### src/rtl/ram_fifo_ctrl_pkg.sv
// Shared constants for the RAM-backed stream FIFO controller and its output buffer.
package ram_fifo_ctrl_pkg;

    localparam int unsigned DEF_ADDR_SIZE = 10;
    localparam int unsigned DEF_WORD_SIZE = 8;
    localparam int unsigned DEPTH         = 1 << DEF_ADDR_SIZE;
    localparam int unsigned OUT_BUF       = 2;

    function automatic int unsigned depth_of(input int unsigned addr_size);
        return 1 << addr_size;
    endfunction

endpackage

### src/rtl/ram_fifo_outbuf.sv
// Two-entry registered output buffer that absorbs the RAM read latency.
module ram_fifo_outbuf
    import ram_fifo_ctrl_pkg::*;
#(
    parameter int unsigned WordSize = DEF_WORD_SIZE
) (
    input  logic                clk_i,
    input  logic                rst_ni,
    input  logic                push_i,
    input  logic [WordSize-1:0] data_i,
    input  logic                pop_i,
    output logic [WordSize-1:0] data_o,
    output logic [1:0]          occ_o
);

    logic [WordSize-1:0] mem_q [OUT_BUF];
    logic                head_q, head_d;
    logic [1:0]          occ_q, occ_d;
    logic                wr_idx;

    always_comb begin
        // Upstream never pushes into a full buffer, so occ_q[0] picks the free slot.
        wr_idx = head_q ^ occ_q[0];
        head_d = head_q ^ pop_i;
        occ_d  = occ_q;
        if (push_i && !pop_i) begin
            occ_d = occ_q + 2'd1;
        end else if (!push_i && pop_i) begin
            occ_d = occ_q - 2'd1;
        end
        data_o = mem_q[head_q];
        occ_o  = occ_q;
    end

    always_ff @(posedge clk_i) begin
        if (!rst_ni) begin
            head_q <= 1'b0;
            occ_q  <= 2'd0;
        end else begin
            head_q <= head_d;
            occ_q  <= occ_d;
        end
    end

    always_ff @(posedge clk_i) begin
        if (push_i) begin
            mem_q[wr_idx] <= data_i;
        end
    end

endmodule

### src/rtl/ram_fifo_ctrl.sv
// Valid/ready stream FIFO built on an external dual-port RAM with one-cycle read latency.
module ram_fifo_ctrl
    import ram_fifo_ctrl_pkg::*;
#(
    parameter int unsigned AddressSize = DEF_ADDR_SIZE,
    parameter int unsigned WordSize    = DEF_WORD_SIZE
) (
    input  logic                   clk,
    input  logic                   rst_n,
    input  logic [WordSize-1:0]    in_data,
    input  logic                   in_valid,
    output logic                   in_ready,
    output logic [WordSize-1:0]    out_data,
    output logic                   out_valid,
    input  logic                   out_ready,
    output logic [AddressSize-1:0] add_w,
    output logic [WordSize-1:0]    data_w,
    output logic                   w_en,
    output logic [AddressSize-1:0] add_r,
    output logic                   r_en,
    input  logic [WordSize-1:0]    data_r,
    output logic [AddressSize:0]   count
);

    localparam logic [AddressSize:0]   DepthCnt = (AddressSize + 1)'(depth_of(AddressSize));
    localparam logic [AddressSize:0]   CntOne   = 1;
    localparam logic [AddressSize-1:0] PtrOne   = 1;

    logic [AddressSize-1:0] wr_ptr_q, wr_ptr_d;
    logic [AddressSize-1:0] rd_ptr_q, rd_ptr_d;
    logic [AddressSize:0]   ram_cnt_q, ram_cnt_d;
    logic                   inflight_q;
    logic [1:0]             occ;
    logic                   push, fetch, pop;
    logic [WordSize-1:0]    buf_data;

    always_comb begin
        in_ready  = rst_n & (ram_cnt_q != DepthCnt);
        push      = in_valid & in_ready;
        out_valid = rst_n & (occ != 2'd0);
        pop       = out_valid & out_ready;
        // Fetch only if the buffer still has room once the in-flight word lands.
        fetch     = rst_n & (ram_cnt_q != '0) &
                    (({1'b0, occ} + {2'b00, inflight_q}) < (3'd2 + {2'b00, pop}));

        wr_ptr_d  = push  ? wr_ptr_q + PtrOne : wr_ptr_q;
        rd_ptr_d  = fetch ? rd_ptr_q + PtrOne : rd_ptr_q;
        ram_cnt_d = ram_cnt_q;
        if (push && !fetch) begin
            ram_cnt_d = ram_cnt_q + CntOne;
        end else if (!push && fetch) begin
            ram_cnt_d = ram_cnt_q - CntOne;
        end

        add_w    = wr_ptr_q;
        data_w   = in_data;
        w_en     = push;
        add_r    = rd_ptr_q;
        r_en     = fetch;
        out_data = buf_data;
        count    = rst_n ? ram_cnt_q + {{AddressSize{1'b0}}, inflight_q}
                           + {{(AddressSize - 1){1'b0}}, occ} : '0;
    end

    always_ff @(posedge clk) begin
        if (!rst_n) begin
            wr_ptr_q   <= '0;
            rd_ptr_q   <= '0;
            ram_cnt_q  <= '0;
            inflight_q <= 1'b0;
        end else begin
            wr_ptr_q   <= wr_ptr_d;
            rd_ptr_q   <= rd_ptr_d;
            ram_cnt_q  <= ram_cnt_d;
            inflight_q <= fetch;
        end
    end

    ram_fifo_outbuf #(
        .WordSize (WordSize)
    ) u_outbuf (
        .clk_i  (clk),
        .rst_ni (rst_n),
        .push_i (inflight_q),
        .data_i (data_r),
        .pop_i  (pop),
        .data_o (buf_data),
        .occ_o  (occ)
    );

endmodule
### config.mk
export PLATFORM = sky130hd
export DESIGN_NAME = ram_fifo_ctrl
export DESIGN_NICKNAME = d
export VERILOG_FILES = /design/src/rtl/ram_fifo_ctrl_pkg.sv /design/src/rtl/ram_fifo_outbuf.sv /design/src/rtl/ram_fifo_ctrl.sv
export SDC_FILE = /design/constraint.sdc
export NUM_CORES = 1
export LEC_CHECK = 0
export CAP_MARGIN = 20
export CORE_MARGIN = 10
export CORE_UTILIZATION = 54
export CTS_CLUSTER_DIAMETER = 120
export DETAILED_ROUTE_END_ITERATION = 16
export GPL_TIMING_DRIVEN = 1
export PLACE_DENSITY = 0.9
export SYNTH_ARGS = -nofsm -noshare
export SYNTH_HDL_FRONTEND = slang
export SYNTH_SLANG_ARGS = --single-unit
### constraint.sdc
create_clock -name clk -period 7.25 [get_ports clk]
set_input_delay 1.45 -clock clk [delete_from_list [all_inputs] [get_ports clk]]
set_output_delay 1.45 -clock clk [all_outputs]
set_load 0.01 [all_outputs]
==> summary.md, run 1 <==
| Metric | Value |
|---|---|
| Status | `finished, final reports clean` |
| CTS root buffer | `clkbuf_8` |
| Fill cells | `427` |
| Ys async rst share | `0` |
| ANT nets after route | `0` |
| Port Buffer Count | `54` |
| Critical Path Sink | `r_en` |
| Clock Latency Late Sink | `0.31 ns` |
| Hold_buf cts | `0` |
| Sequential area share after synthesis | `0.399` |
| Max-slew violations | `0` |
| Peak Freq | `0.179 GHz` |
| Core Box Area | `0.00544 mm^2` |
| Starting Density | `0.553` |
| # Max-Cap Violations | `0` |
| Clock Pin Slew Worst Setup and Hold Paths | `0.09 ns` |
| Setup CP Type | `in2out` |
| Mapped Area | `0.00301 mm^2` |
| Via density | `5.73` |
| Critical path data required time | `5.80 ns` |
| Slew HR | `0.343` |
| Row cnt | `27` |
| Setup repair bufs after CTS | `0` |
| I/O pin total | `71` |
| Gp weighted congestion | `1.01` |
| Clk sinks | `52` |
| Die area | `0.00896 mm^2` |
| Final setup violating endpoints | `0` |
| Fin area | `0.00362 mm^2` |
| Peak VDD IR | `0.278 mV` |
| DR WL/cell | `15.7 um` |
| Ratio of final minimum period to clock period | `0.771` |
| Largest area contributor in the netlist | `dfxtp_1` |
| Area grow syn2layout | `20.5%` |
| R2R depth | `12` |
| DR DRC count | `0` |
| Distinct cells, synth | `51` |
| Congestion Overflow GR | `0` |
| Post-synth EDFFs | `16` |
| Syn_area_per_cell | `9.40 um^2` |
| Top-count cell post-synth | `dfxtp_1` |
| Routed wire length | `6830 um` |
| Slew @ Worst Pin | `0.984 ns` |
| Routed vias | `2,491` |
| Critical path startpoint category | `input port` |
| CP Capture Type | `primary output` |
| Post-route setup TNS | `0 ns` |
| Seq cells post-synth | `52` |
| Overall power | `1.37 mW` |
| Crit path launch | `rst_n` |
| Synth top cells by count | `dfxtp_1, nor2_1, nand2_1` |
| DP Cell Count | `427` |
| Cell count after synthesis | `320` |
| Layout cells sized above 1 | `0.0689` |
| RSZ-0062 raised after global routing | `no` |
| Drt pass-1 iters | `4` |
| Post-DP Area | `0.00353 mm^2` |
| Post-synth top flop | `dfxtp_1` |
| Area share of the largest cell type after synthesis | `0.240` |
| TritonCTS clock tree | `yes` |
| First-pass GRT wire length | `11,300 um` |
| CTS Buffer Depth | `2` |
| Post-DP HPWL | `5160 um` |
| Vias in the first global route | `2,409` |
| # H-tree levels | `2` |
| Non-Filler Instances | `435` |
| Synth Warn # | `0` |
| Initial antenna violation count | `0` |
| Nets@finish | `402` |
| Largest net degree at the start of global routing | `34` |
| Critical path peak fanout | `22` |
| Syn nets | `360` |
| R2r setup slk | `3.34 ns` |
| Final hold vios | `0` |
| Pleak | `1.37 nW` |
| Starting DRT DRC Count | `107` |
| HP Class | `reg2reg` |
| Post-CTS sizing | `0` |
| Die Y | `94.6 um` |
| TritonCTS Buffers | `5` |
| RR Startpoint | `ram_cnt_q[4]` |
| Power per Cell Area | `377 mW/mm^2` |
| Fin util | `0.666` |
| Synth top area cells | `dfxtp_1, edfxtp_1, ha_1, xor2_1, nor2_1` |
| Clk_skew | `0.00553 ns` |
| Final Critical Period | `5.59 ns` |
| Critical path arrival | `4.14 ns` |
| GRT Total Usage | `0.154` |
| Reg2Reg Capture Point | `ram_cnt_q[10]` |
| Ant. Diodes | `0` |
| Die X | `94.6 um` |
[worst min path at each step]
stage                     to  cells past startpoint  slack (ns)             from
floorplan           register                      1        0.48  u_outbuf.head_q
global placement    add_w[9]                      1        0.45         add_w[9]
detailed placement  add_w[9]                      1        0.46         add_w[9]
CTS                 add_w[9]                      1        0.47         add_w[9]
global route        add_r[9]                      2        0.50         add_r[9]
finish              add_w[9]                      1        0.47         add_w[9]
[critical path, stage by stage]
cell and delay [ns]:
clkdlybuf4s50_1 1.05, o211ai_1 0.35, o21a_1 0.33, nor2_1 0.34
clkdlybuf4s50_1 0.62
[layer usage]
| layer | GRT usage | share of wire | vias to the layer above |
|---|---|---|---|
| li1 | - | - | 1219 |
| met4 | 0.0449 | 0.0075 | 0 |
| met1 | 0.183 | 0.41 | 1194 |
| met3 | 0.0468 | 0.082 | 9 |
| met5 | 0 | 0 | - |
| met2 | 0.263 | 0.50 | 69 |
[layout by cell type (no fill, tap or decap), types with 3 or more instances in the layout]
| master | count |
|---|---|
| edfxtp_1 | 16 |
| a21o_1 | 3 |
| clkbuf_8 | 5 |
| nor3_1 | 4 |
| nor2b_1 | 4 |
| ha_1 | 17 |
| o21ai_0 | 10 |
| mux2_2 | 8 |
| nor2_1 | 34 |
| nand3_1 | 14 |
| mux2i_1 | 9 |
| clkdlybuf4s50_1 | 54 |
| and2_1 | 7 |
| xnor2_1 | 8 |
| o211ai_1 | 3 |
| o311ai_0 | 3 |
| inv_1 | 10 |
| nand2_1 | 30 |
| dfxtp_1 | 36 |
| xor2_1 | 15 |
| fa_1 | 3 |
| nand4_1 | 6 |
| and3_1 | 4 |
| nor3b_1 | 5 |
| or3_1 | 4 |
| a21oi_1 | 15 |
| o21a_1 | 4 |
[flip-flops by register name (all words and copies together), names as in the netlist, named ones only]
| name | cells |
|---|---|
| u_outbuf.head_q | 1 |
| add_r | 10 |
| u_outbuf.occ_o | 2 |
| ram_cnt_q | 11 |
| inflight_q | 1 |
| u_outbuf.mem_q | 16 |
| add_w | 10 |
[stage by stage]
step / worst slack, ns / hold slack (ns)
after detailed placement: 1.58 / 0.460
after CTS: 1.68 / 0.474
final: 1.66 / 0.469
after global placement: 1.80 / 0.453
after global routing: 1.39 / 0.503
after floorplan: 3.14 / 0.476
[area by class of cell]
type / count / area, um^2 / area share
Clock buffer: 5 / 68.8 / 0.0190
Clock inverter: 3 / 27.5 / 0.00759
Inverter: 10 / 37.5 / 0.0104
Multi-Input combinational cell: 239 / 1660 / 0.458
Sequential cell: 52 / 1200 / 0.331
Tap cell: 72 / 90.1 / 0.0249
Timing Repair Buffer: 54 / 541 / 0.149
[cell families after synthesis]
| family | Yosys count | synth area share |
|---|---|---|
| fa+ha+maj | 20 | 0.0907 |
| buf+inv | 29 | 0.0491 |
| simple gates | 130 | 0.224 |
| mux | 17 | 0.0599 |
| compound gates | 49 | 0.110 |
| flops | 52 | 0.399 |
| xor+xnor | 23 | 0.0670 |
[report_power, final]
part	total, mW	switching (mW)	leakage, nW	internal (mW)
logic	0.726	0.378	0.877	0.348
registers	0.470	0.0898	0.442	0.380
clock network	0.173	0.102	0.0463	0.0710
Power figures use the tool's default switching activity.
==> inputs of run 2 (changes only) <==
--- a/config.mk
+++ b/config.mk
@@ -7,11 +7,11 @@
 export LEC_CHECK = 0
 export CAP_MARGIN = 20
 export CORE_MARGIN = 10
-export CORE_UTILIZATION = 54
+export CORE_UTILIZATION = 45
 export CTS_CLUSTER_DIAMETER = 120
 export DETAILED_ROUTE_END_ITERATION = 16
 export GPL_TIMING_DRIVEN = 1
-export PLACE_DENSITY = 0.9
+export PLACE_DENSITY = 0.8
 export SYNTH_ARGS = -nofsm -noshare
 export SYNTH_HDL_FRONTEND = slang
 export SYNTH_SLANG_ARGS = --single-unit
==> constraint.sdc (replaced) <==
create_clock -name clk -period 5.1 [get_ports clk]
set_input_delay 1.02 -clock clk [delete_from_list [all_inputs] [get_ports clk]]
set_output_delay 1.02 -clock clk [all_outputs]
set_load 0.01 [all_outputs]
==> run 2 against run 1 <==
  * Global-route usage fell by 2.1 points
  * Critical path depth rose by 8
  * Hold slack improved by 0.0030 ns
  * Flip-flop and latch count did not move
  * Sequential power grew 41%
  * Routed wire length grew 1.1%
  * Count of clock-buffer cells in the layout unchanged
  * First-iteration DRC count shrank 17%
  * Cell area up 0.62%
  * Highest routed layer unchanged
  * Setup slack got worse by 0.80 ns
  * Critical path type is now in2reg
==> summary.md, run 2 (synthesized netlist as in run 1, its figures left out) <==
| Metric | Value |
|---|---|
| Status | `finished, final reports clean` |
| Nets@finish | `405` |
| Most common cell after layout, fill and taps aside | `clkdlybuf4s50_1` |
| # H-tree levels | `2` |
| Non-Filler Instances | `443` |
| R2r setup slk | `1.17 ns` |
| Most frequent cells in the layout | `clkdlybuf4s50_1, dfxtp_1, nor2_1, nand2_1, ha_1` |
| Setup CP Type | `in2reg` |
| DR WL/cell | `15.6 um` |
| Core Box Area | `0.00642 mm^2` |
| Final Critical Period | `4.23 ns` |
| Peak VDD IR | `0.292 mV` |
| Pleak | `1.37 nW` |
| Peak Freq | `0.236 GHz` |
| Clock Latency Late Sink | `0.31 ns` |
| Slew @ Worst Pin | `0.660 ns` |
| Largest regs | `u_outbuf.mem_q: 16 flops, ram_cnt_q: 11 flops` |
| Starting Density | `0.468` |
| TritonCTS clock tree | `yes` |
| TritonCTS Buffers | `5` |
| Critical path arrival | `4.44 ns` |
| RSZ-0062 raised after global routing | `no` |
| Setup repair bufs after CTS | `0` |
| Clock Pin Slew Worst Setup and Hold Paths | `0.10 ns` |
| Row cnt | `29` |
| Critical path peak fanout | `12` |
| GRT Total Usage | `0.134` |
| Met3 usage | `0.0422` |
| Initial antenna violation count | `0` |
| Die Y | `102 um` |
| Setup WS pre-CTS | `0.545 ns` |
| Ratio of final minimum period to clock period | `0.830` |
| Congestion Overflow GR | `0` |
| ANT nets after route | `0` |
| Post-route setup TNS | `0 ns` |
| Starting DRT DRC Count | `89` |
| Post-DP HPWL | `5230 um` |
| # Max-Cap Violations | `0` |
| Clk_skew | `0.00553 ns` |
| Ant. Diodes | `0` |
| CP Capture Type | `register` |
| Post-CTS sizing | `0` |
| Hold_ws | `0.472 ns` |
| DR DRC count | `0` |
| Die area | `0.0104 mm^2` |
| Routed wire length | `6910 um` |
| WHS Path Cells | `1` |
| Die X | `102 um` |
| CTS root buffer | `clkbuf_8` |
| Hold_sp | `add_w[9]` |
| RR Startpoint | `ram_cnt_q[4]` |
| Critical path startpoint category | `input port` |
| Drt pass-1 iters | `5` |
| Via density | `5.53` |
| Layout cells sized above 1 | `0.0765` |
| Met1 Usage GRT | `0.162` |
| Hold_buf cts | `0` |
| Reg2Reg Capture Point | `ram_cnt_q[10]` |
| CTS Buffer Depth | `2` |
| First-pass GRT wire length | `11,200 um` |
| Max-slew violations | `0` |
| HP Class | `reg2reg` |
| Clk sinks | `52` |
| Busiest grt layer | `met2` |
| Met2 GRT Util | `0.222` |
| Setup ws final | `0.865 ns` |
| Vias in the first global route | `2,350` |
| Area grow syn2layout | `21.3%` |
| R2R depth | `12` |
| Hold EP | `add_w[9]` |
| Port Buffer Count | `54` |
| Critical path data required time | `5.31 ns` |
| I/O pin total | `71` |
| Max reg flops | `16` |
| Power per Cell Area | `532 mW/mm^2` |
| Fill cells | `578` |
| Final setup violating endpoints | `0` |
| Final hold vios | `0` |
| Gp weighted congestion | `0.848` |
| Most flop-heavy register | `u_outbuf.mem_q` |
| Largest net degree at the start of global routing | `33` |
| DP Cell Count | `435` |
| Routed vias | `2,451` |
| Slew HR | `0.558` |
run 2: changes by cell type in the layout (fill, tap and decap cells not counted):
cell	delta
clkinvlp_2	+1
buf_4	+3
clkinv_4	-1
inv_6	+1
inv_8	-1
run 2: layer usage:
metal,part of all wire,vias up
met2,0.45,63
met3,0.067,10
li1,-,1225
met1,0.47,1153
met5,0,-
met4,0.012,0
run 2: worst max-delay path: stages:
cell	delay, ns
clkdlybuf4s50_1	0.68
o211ai_1	0.25
o21a_1	0.28
nor2_1	0.15
inv_1	0.06
ha_1	0.22
inv_1	0.33
ha_1	0.39
a211o_1	0.33
a21oi_1	0.23
mux2i_1	0.24
o211ai_1	0.12
mux2i_1	0.15
run 2: worst max-delay path by stage:
stage / start / endpoint / slack (ns) / cells after the start
5_1_grt: rst_n / ram_cnt_q[9] / 0.61 / 13
4_1_cts: rst_n / ram_cnt_q[10] / 0.86 / 13
3_3_place_gp: rst_n / ram_cnt_q[10] / 0.75 / 13
2_1_floorplan: rst_n / ram_cnt_q[10] / 1.42 / 12
6_report: rst_n / ram_cnt_q[10] / 0.87 / 13
3_5_place_dp: rst_n / ram_cnt_q[10] / 0.55 / 13
run 2: area by class of cell:
type | instances | area [um^2] | share of cell area
multi-input combinational | 239 | 1660 | 0.455
inverter | 10 | 37.5 | 0.0103
clock inverter | 3 | 21.3 | 0.00583
clock buffer | 5 | 68.8 | 0.0189
timing repair buffer | 57 | 563 | 0.154
tap | 77 | 96.3 | 0.0264
sequential | 52 | 1200 | 0.329
run 2: report_power, final:
group / switching (mW) / total, mW / internal [mW]
logic: 0.536 / 1.03 / 0.499
registers: 0.123 / 0.662 / 0.540
clock network: 0.147 / 0.244 / 0.0973
run 2: per-stage QoR:
step,total power [mW],cell area (um^2),util
floorplan,1.38,3010,-
global placement,1.68,3560,0.554
detailed placement,1.70,3560,0.554
CTS,1.95,3650,0.568
global route,2.11,3650,0.568
finish,1.94,3650,0.568
